--- config.mk ---
export PLATFORM = sky130hd
export DESIGN_NAME = reservation_station_flat
export DESIGN_NICKNAME = d
export VERILOG_FILES = /design/src/rtl/reservation_station_if.sv /design/src/rtl/reservation_station.sv /design/src/flat_wrapper.sv
export SDC_FILE = /design/constraint.sdc
export NUM_CORES = 2
export LEC_CHECK = 0
export ABC_CLOCK_PERIOD_IN_PS = 3000
export CAP_MARGIN = 10
export CORE_AREA = 2 2 363 365
export DETAILED_ROUTE_END_ITERATION = 10
export DIE_AREA = 0 0 365 367
export PLACE_DENSITY = 0.71
export SLEW_MARGIN = 20
export SYNTH_ARGS = -nofsm -noshare
export SYNTH_HDL_FRONTEND = slang
export SYNTH_SLANG_ARGS = --single-unit
--- constraint.sdc ---
create_clock -name clk -period 3 [get_ports clk]
set_input_delay 0.45 -clock clk [delete_from_list [all_inputs] [get_ports clk]]
set_output_delay 0.45 -clock clk [all_outputs]
set_load 0.01 [all_outputs]
--- src/rtl/reservation_station_if.sv ---
// Shared width defaults, decoded-control type and the CDB broadcast interface
// consumed by reservation_station.
`ifndef REG_VAL_WIDTH
`define REG_VAL_WIDTH 32
`endif
`ifndef PHYSICAL_REG_NUM_WIDTH
`define PHYSICAL_REG_NUM_WIDTH 6
`endif
`ifndef INST_ADDR_WIDTH
`define INST_ADDR_WIDTH 32
`endif
`ifndef ROB_SIZE_WIDTH
`define ROB_SIZE_WIDTH 6
`endif
`ifndef NOP_CONTROL
`define NOP_CONTROL '0
`endif

package rs_pkg;
  typedef struct packed {
    logic [3:0] alu_op;
    logic       use_imm;
    logic       mem_read;
    logic       mem_write;
    logic       reg_write;
  } control_t;
endpackage

interface CDB_IF;
  logic                               valid;
  logic [`PHYSICAL_REG_NUM_WIDTH-1:0] register_addr;
  logic [`REG_VAL_WIDTH-1:0]          register_val;

  modport master (output valid, register_addr, register_val);
  modport slave  (input  valid, register_addr, register_val);
endinterface

--- src/rtl/reservation_station.sv ---
// Out-of-order reservation station: tag-matched CDB wakeup, one issue per cycle
// into a stallable output register. Define RS_OLDEST_FIRST_EN for age-based select.
`ifndef REG_VAL_WIDTH
`define REG_VAL_WIDTH 32
`endif
`ifndef PHYSICAL_REG_NUM_WIDTH
`define PHYSICAL_REG_NUM_WIDTH 6
`endif
`ifndef INST_ADDR_WIDTH
`define INST_ADDR_WIDTH 32
`endif
`ifndef ROB_SIZE_WIDTH
`define ROB_SIZE_WIDTH 6
`endif
`ifndef NOP_CONTROL
`define NOP_CONTROL '0
`endif

module reservation_station
  import rs_pkg::*;
#(
  parameter int RS_DEPTH                  = 8,
  parameter int GENERATED_IMMEDIATE_WIDTH = `REG_VAL_WIDTH
) (
  input  logic                                 clk,
  input  logic                                 reset,
  input  logic                                 valid_inst_in,
  input  logic [`REG_VAL_WIDTH-1:0]            src_val1,
  input  logic [`REG_VAL_WIDTH-1:0]            src_val2,
  input  logic                                 src_rdy1_in,
  input  logic                                 src_rdy2_in,
  input  logic [`PHYSICAL_REG_NUM_WIDTH-1:0]   src_phy_reg1_in,
  input  logic [`PHYSICAL_REG_NUM_WIDTH-1:0]   src_phy_reg2_in,
  input  logic [`PHYSICAL_REG_NUM_WIDTH-1:0]   dst_phy_reg_in,
  input  control_t                             control_in,
  input  logic [`INST_ADDR_WIDTH-1:0]          pc_in,
  input  logic [GENERATED_IMMEDIATE_WIDTH-1:0] generated_immediate_in,
  input  logic [`ROB_SIZE_WIDTH-1:0]           inst_tag_in,
  CDB_IF.slave                                 CDB_if,
  input  logic                                 flush,
  input  logic                                 exec_ready,
  output logic                                 rs_full,
  output logic                                 issue_valid,
  output logic [`REG_VAL_WIDTH-1:0]            issue_val1,
  output logic [`REG_VAL_WIDTH-1:0]            issue_val2,
  output logic [`PHYSICAL_REG_NUM_WIDTH-1:0]   issue_dst_phy_reg,
  output control_t                             issue_control,
  output logic [`INST_ADDR_WIDTH-1:0]          issue_pc,
  output logic [GENERATED_IMMEDIATE_WIDTH-1:0] issue_immediate,
  output logic [`ROB_SIZE_WIDTH-1:0]           issue_tag
);
  localparam int IDX_W = $clog2(RS_DEPTH);
  localparam int VW    = `REG_VAL_WIDTH;
  localparam int PW    = `PHYSICAL_REG_NUM_WIDTH;
  localparam int AW    = `INST_ADDR_WIDTH;
  localparam int IW    = GENERATED_IMMEDIATE_WIDTH;
  localparam int TW    = `ROB_SIZE_WIDTH;

  logic [RS_DEPTH-1:0] valid_vec;
  logic [RS_DEPTH-1:0] elig_vec;
  logic [VW-1:0]       val1_arr [RS_DEPTH];
  logic [VW-1:0]       val2_arr [RS_DEPTH];
  logic [PW-1:0]       dst_arr  [RS_DEPTH];
  control_t            ctrl_arr [RS_DEPTH];
  logic [AW-1:0]       pc_arr   [RS_DEPTH];
  logic [IW-1:0]       imm_arr  [RS_DEPTH];
  logic [TW-1:0]       tag_arr  [RS_DEPTH];
`ifdef RS_OLDEST_FIRST_EN
  logic [IDX_W-1:0]    age_arr  [RS_DEPTH];
`endif

  logic [IDX_W-1:0] free_idx;
  logic [IDX_W-1:0] sel_idx;
  logic             any_elig;
  logic             insert_en;
  logic             load_out;
  logic             issue_fire;
  logic             cdb_hit1;
  logic             cdb_hit2;
  logic             issue_valid_reg;

  assign rs_full    = &valid_vec;
  assign insert_en  = valid_inst_in && !rs_full && !flush;
  assign load_out   = !issue_valid_reg || exec_ready;
  assign issue_fire = load_out && any_elig && !flush;
  // A broadcast arriving with the instruction itself must not be missed.
  assign cdb_hit1   = CDB_if.valid && (src_phy_reg1_in == CDB_if.register_addr);
  assign cdb_hit2   = CDB_if.valid && (src_phy_reg2_in == CDB_if.register_addr);
  assign issue_valid = issue_valid_reg;

  always_comb begin
    free_idx = '0;
    for (int i = RS_DEPTH - 1; i >= 0; i--) begin
      if (!valid_vec[i]) free_idx = IDX_W'(i);
    end
  end

`ifdef RS_OLDEST_FIRST_EN
  logic [IDX_W-1:0] best_age;
  always_comb begin
    sel_idx  = '0;
    any_elig = 1'b0;
    best_age = '0;
    // Strict compare keeps the lowest index on equal ages.
    for (int i = 0; i < RS_DEPTH; i++) begin
      if (elig_vec[i] && (!any_elig || age_arr[i] > best_age)) begin
        sel_idx  = IDX_W'(i);
        best_age = age_arr[i];
        any_elig = 1'b1;
      end
    end
  end
`else
  always_comb begin
    sel_idx  = '0;
    any_elig = 1'b0;
    for (int i = 0; i < RS_DEPTH; i++) begin
      if (elig_vec[i] && !any_elig) begin
        sel_idx  = IDX_W'(i);
        any_elig = 1'b1;
      end
    end
  end
`endif

  for (genvar gi = 0; gi < RS_DEPTH; gi++) begin : g_entry
    logic          valid_reg, rdy1_reg, rdy2_reg;
    logic [VW-1:0] val1_reg, val2_reg;
    logic [PW-1:0] src1_reg, src2_reg, dst_reg;
    control_t      ctrl_reg;
    logic [AW-1:0] pc_reg;
    logic [IW-1:0] imm_reg;
    logic [TW-1:0] tag_reg;
    logic          ins_here, free_here, wake1, wake2;

    assign ins_here  = insert_en && (free_idx == IDX_W'(gi));
    assign free_here = issue_fire && (sel_idx == IDX_W'(gi));
    assign wake1 = CDB_if.valid && valid_reg && !rdy1_reg && (src1_reg == CDB_if.register_addr);
    assign wake2 = CDB_if.valid && valid_reg && !rdy2_reg && (src2_reg == CDB_if.register_addr);

    always_ff @(posedge clk or negedge reset) begin
      if (!reset) begin
        valid_reg <= 1'b0;
        rdy1_reg  <= 1'b0;
        rdy2_reg  <= 1'b0;
        val1_reg  <= '0;
        val2_reg  <= '0;
        src1_reg  <= '0;
        src2_reg  <= '0;
        dst_reg   <= '0;
        ctrl_reg  <= `NOP_CONTROL;
        pc_reg    <= '0;
        imm_reg   <= '0;
        tag_reg   <= '0;
      end else if (flush) begin
        valid_reg <= 1'b0;
      end else if (ins_here) begin
        valid_reg <= 1'b1;
        rdy1_reg  <= src_rdy1_in || cdb_hit1;
        rdy2_reg  <= src_rdy2_in || cdb_hit2;
        val1_reg  <= cdb_hit1 ? CDB_if.register_val : src_val1;
        val2_reg  <= cdb_hit2 ? CDB_if.register_val : src_val2;
        src1_reg  <= src_phy_reg1_in;
        src2_reg  <= src_phy_reg2_in;
        dst_reg   <= dst_phy_reg_in;
        ctrl_reg  <= control_in;
        pc_reg    <= pc_in;
        imm_reg   <= generated_immediate_in;
        tag_reg   <= inst_tag_in;
      end else begin
        if (free_here) valid_reg <= 1'b0;
        if (wake1) begin
          rdy1_reg <= 1'b1;
          val1_reg <= CDB_if.register_val;
        end
        if (wake2) begin
          rdy2_reg <= 1'b1;
          val2_reg <= CDB_if.register_val;
        end
      end
    end

`ifdef RS_OLDEST_FIRST_EN
    logic [IDX_W-1:0] age_reg;
    always_ff @(posedge clk or negedge reset) begin
      if (!reset)                                         age_reg <= '0;
      else if (flush || ins_here)                         age_reg <= '0;
      else if (valid_reg && age_reg != IDX_W'(RS_DEPTH - 1)) age_reg <= age_reg + 1'b1;
    end
    assign age_arr[gi] = age_reg;
`endif

    assign valid_vec[gi] = valid_reg;
    assign elig_vec[gi]  = valid_reg && rdy1_reg && rdy2_reg;
    assign val1_arr[gi]  = val1_reg;
    assign val2_arr[gi]  = val2_reg;
    assign dst_arr[gi]   = dst_reg;
    assign ctrl_arr[gi]  = ctrl_reg;
    assign pc_arr[gi]    = pc_reg;
    assign imm_arr[gi]   = imm_reg;
    assign tag_arr[gi]   = tag_reg;
  end

  // Output register only advances when empty or consumed; otherwise it holds.
  always_ff @(posedge clk or negedge reset) begin
    if (!reset) begin
      issue_valid_reg   <= 1'b0;
      issue_val1        <= '0;
      issue_val2        <= '0;
      issue_dst_phy_reg <= '0;
      issue_control     <= `NOP_CONTROL;
      issue_pc          <= '0;
      issue_immediate   <= '0;
      issue_tag         <= '0;
    end else if (flush) begin
      issue_valid_reg <= 1'b0;
    end else if (load_out) begin
      issue_valid_reg <= any_elig;
      if (any_elig) begin
        issue_val1        <= val1_arr[sel_idx];
        issue_val2        <= val2_arr[sel_idx];
        issue_dst_phy_reg <= dst_arr[sel_idx];
        issue_control     <= ctrl_arr[sel_idx];
        issue_pc          <= pc_arr[sel_idx];
        issue_immediate   <= imm_arr[sel_idx];
        issue_tag         <= tag_arr[sel_idx];
      end
    end
  end

endmodule

--- src/flat_wrapper.sv ---
// flat-port wrapper written by rule: the top's interface ports become plain ports
module reservation_station_flat import rs_pkg::*;
#(
  parameter int RS_DEPTH                  = 8,
  parameter int GENERATED_IMMEDIATE_WIDTH = `REG_VAL_WIDTH
)
  (clk, reset, valid_inst_in, src_val1, src_val2, src_rdy1_in, src_rdy2_in, src_phy_reg1_in, src_phy_reg2_in, dst_phy_reg_in, control_in, pc_in, generated_immediate_in, inst_tag_in, flush, exec_ready, rs_full, issue_valid, issue_val1, issue_val2, issue_dst_phy_reg, issue_control, issue_pc, issue_immediate, issue_tag, CDB_if_valid, CDB_if_register_addr, CDB_if_register_val);
  CDB_IF CDB_if_i ();
  input  logic clk;
  input  logic reset;
  input  logic valid_inst_in;
  input  logic [`REG_VAL_WIDTH-1:0] src_val1;
  input  logic [`REG_VAL_WIDTH-1:0] src_val2;
  input  logic src_rdy1_in;
  input  logic src_rdy2_in;
  input  logic [`PHYSICAL_REG_NUM_WIDTH-1:0] src_phy_reg1_in;
  input  logic [`PHYSICAL_REG_NUM_WIDTH-1:0] src_phy_reg2_in;
  input  logic [`PHYSICAL_REG_NUM_WIDTH-1:0] dst_phy_reg_in;
  input  control_t control_in;
  input  logic [`INST_ADDR_WIDTH-1:0] pc_in;
  input  logic [GENERATED_IMMEDIATE_WIDTH-1:0] generated_immediate_in;
  input  logic [`ROB_SIZE_WIDTH-1:0] inst_tag_in;
  input  logic flush;
  input  logic exec_ready;
  output logic rs_full;
  output logic issue_valid;
  output logic [`REG_VAL_WIDTH-1:0] issue_val1;
  output logic [`REG_VAL_WIDTH-1:0] issue_val2;
  output logic [`PHYSICAL_REG_NUM_WIDTH-1:0] issue_dst_phy_reg;
  output control_t issue_control;
  output logic [`INST_ADDR_WIDTH-1:0] issue_pc;
  output logic [GENERATED_IMMEDIATE_WIDTH-1:0] issue_immediate;
  output logic [`ROB_SIZE_WIDTH-1:0] issue_tag;
  input wire logic [$bits(CDB_if_i.valid)-1:0] CDB_if_valid;
  input wire logic [$bits(CDB_if_i.register_addr)-1:0] CDB_if_register_addr;
  input wire logic [$bits(CDB_if_i.register_val)-1:0] CDB_if_register_val;
  assign CDB_if_i.valid = CDB_if_valid;
  assign CDB_if_i.register_addr = CDB_if_register_addr;
  assign CDB_if_i.register_val = CDB_if_register_val;
  reservation_station #(.RS_DEPTH(RS_DEPTH), .GENERATED_IMMEDIATE_WIDTH(GENERATED_IMMEDIATE_WIDTH)) u_core (.clk(clk), .reset(reset), .valid_inst_in(valid_inst_in), .src_val1(src_val1), .src_val2(src_val2), .src_rdy1_in(src_rdy1_in), .src_rdy2_in(src_rdy2_in), .src_phy_reg1_in(src_phy_reg1_in), .src_phy_reg2_in(src_phy_reg2_in), .dst_phy_reg_in(dst_phy_reg_in), .control_in(control_in), .pc_in(pc_in), .generated_immediate_in(generated_immediate_in), .inst_tag_in(inst_tag_in), .CDB_if(CDB_if_i), .flush(flush), .exec_ready(exec_ready), .rs_full(rs_full), .issue_valid(issue_valid), .issue_val1(issue_val1), .issue_val2(issue_val2), .issue_dst_phy_reg(issue_dst_phy_reg), .issue_control(issue_control), .issue_pc(issue_pc), .issue_immediate(issue_immediate), .issue_tag(issue_tag));
endmodule
==> results.py <==
metrics = {
    "critical_path": {
        "end_kind": "output port",
        "worstPathRequired_ps": 2550,
        "r2r-end": "u_core.issue_val2[30]",
        "critPathMaxFanout": 8,
        "r2r_setup_slack_ps": 120,
        "r2r-start": "u_core.g_entry[2].rdy2_reg",
        "r2r_cells": 8,
        "critPathLaunchType": "register",
        "critPathLaunch": "u_core.g_entry[4].valid_reg",
        "crit_arrival_ps": 2480,
        "path_class": "reg -> out",
        "setup.worst_path.end": "rs_full",
    },
    "sta": {
        "setup_violations": 0,
        "hold_viol": 0,
        "relSlewSlack_pct": 31.3,
        "fmax_mhz": 341,
        "rsz0062_at_grt": "no",
        "maxSlewViolCount": 0,
        "final.min_clock_period_ps": 2930,
        "skew_ps": 29.1,
        "period_share_pct": 97.8,
        "worst_slew_pin_slew_ps": 1030,
        "finalSetupTns_ps": 0,
        "fin_ws_ps": 65.5,
    },
    "route": {
        "drt_wl_total_mm": 227,
        "viasPerCell": 6.08,
        "vias": 59200,
        "wl_per_cell_um": 23.4,
        "ant_nets": 0,
        "drt_iter0_drc": 6268,
        "drc": 0,
        "dr.pass1.iters": 6,
    },
    "placement": {
        "pre_cts_ws_ps": 26.2,
        "dpl.cell_count": 9441,
        "numPortBuffers": 355,
        "dp_hpwl_mm": 135,
        "gp_congestion": 0.888,
    },
    "global_routing": {
        "grt_max_degree": 126,
        "grtUsageTotal_pct": 33.9,
        "grt_pass1_wl_mm": 353,
        "grt_overflow_total": 0,
        "grt_pass1_vias": 59200,
        "antenna_found_initial": 24,
    },
    "synthesis": {
        "synth_edf_count": 0,
        "synth_area_leader_cell": "dfrtp_1",
        "yosysSeqAreaShare_pct": 51.2,
        "synthTopCellsByArea": "dfrtp_1 51%, nand2_1 15%, mux2i_1 9.3%",
        "syn_area_per_cell_sq_um": 9.04,
        "ys_seq_elements": 1453,
        "synthesis.area_sq_um": 71000,
        "yosysTopAreaCellShare_pct": 51.2,
        "synth_fp_nets": 8065,
        "synthFlopType": "dfrtp_1",
        "ys_warn_count": 0,
        "synth_cells": 7859,
        "async_flop_share_pct": 100,
        "netlist-cell-type-count": 57,
    },
    "layout": {
        "most-common-layout-cells": "2849 x nand2_1, 1453 x dfrtp_1, 660 x mux2i_1",
        "final_common_cell": "nand2_1",
        "fillers": 10800,
        "syn_to_final_growth_pct": 16.5,
        "final_cells": 9737,
        "fin_nets": 8052,
        "layout-drive-gt1-share_pct": 8.32,
        "postLayoutCoreUtil_pct": 63.4,
    },
    "floorplan": {
        "rows": 133,
        "coreArea_sq_um": 130000,
        "die_x_um": 365,
        "initial_core_util_pct": 54.4,
        "die_h_um": 367,
        "num_io_pins": 356,
        "dieArea_sq_um": 134000,
    },
    "outcome": {
        "status": "completed",
    },
    "clock_network": {
        "clk_latency_ps": 810,
        "clk_pin_slew_ps": 60,
        "post-cts-setup-buffer-count": 0,
        "cts_buffers": 157,
        "cts_tree": "done",
        "h-tree-depth": 4,
        "cts_root_buffer": "clkbuf_16",
        "cts.sinks": 1453,
        "cts_max_path_buffers": 3,
    },
    "run": {
        "drv_cap": 0,
    },
    "worst_hold_path": {
        "hold_class": "in -> async",
    },
    "power_and_ir_drop": {
        "p_per_area_nw_per_um2": 641,
        "leakage_uw": 0.0434,
        "vdd_drop_max_mv": 0.607,
        "p_total_uw": 53100,
    },
}
metrics by stage:
stage	instance area [sq um]	hold slack, ps
global placement	77500	390
detailed placement	77500	393
global route	82800	244
CTS	82700	194
finish	82800	216
floorplan	71000	154
how the worst min path moves through the flow:
stage                     start               endpoint  slack, ps  depth (start not counted)
after global routing      reset  u_core.issue_val2[25]        240                          2
after CTS                 reset  u_core.issue_val2[25]        190                          2
after detailed placement  reset  u_core.issue_val2[15]        390                          1
final                     reset  u_core.issue_val2[15]        220                          2
after global placement    reset  u_core.issue_val2[15]        390                          1
after floorplan           reset     u_core.ctrl_arr[0]        150                          0
logic make-up (layout without fill, tap and decap cells):
group	after synthesis	after routing	synth area share, %
mux	757	757	10.8
compound gates	1297	1297	11.8
flops	1453	1453	51.2
other cells	0	15	0
simple gates	3428	3428	20.1
buf+inv	816	924	4.75
xor+xnor	108	108	1.33
where the power goes:
group,internal (uW),total (uW),switching [uW]
clock,11200,19600,8340
combinational,4370,9470,5100
sequential,22200,24000,1840
total,37800,53100,15300
metal layers:
layer  up-vias  track usage [%]  routed length [um]
met5         -                0                 118
li1      26300                -                   -
met1     29500             46.0               92200
met4        18             14.3                9060
met3       580             7.12               20600
met2      2838             53.0              106000
critical path, stage by stage (launching register included):
cell and delay, ps:
dfrtp_1 400, buf_4 200, nand3_4 130, nor4_4 240, buf_4 170, clkdlybuf4s50_1 520
cell type report:
cell class	count	area, sq um	share of cell area (%)
flip-flops and latches	1453	36400	43.9
repair buffers	626	7290	8.81
well taps	1755	2200	2.65
clock buffers	242	4640	5.60
clock inverters	38	551	0.665
inverters	18	67.6	0.0816
diodes	15	37.5	0.0454
multi-input cells	5590	31600	38.2
Yosys cell counts, types with 11 or more instances:
master and n:
a2bb2oi_1 147, a21oi_1 17, xor2_1 48, or4_1 12, nor2_1 24, dfrtp_1 1453
xnor2_1 60, inv_1 18, o311ai_0 14, o311ai_1 133, buf_2 67, buf_6 13
buf_4 34, nand3_1 29, clkbuf_1 651, a211oi_1 148, o21ai_0 626, mux2i_1 660
nand2_1 2858, and3_1 445, a21boi_0 148, buf_1 32, mux2_2 97, o21ai_1 47
nor3_1 11
repair_timing:
| item | 4_1_cts | 5_1_grt |
|---|---|---|
| gates resized for setup | 7 | 0 |
| hold buffers | 1 | 0 |
| endpoints found under the hold margin | 89 | 0 |
| setup endpoints to repair | 1 | 0 |
(Power assumes the default switching activity.)
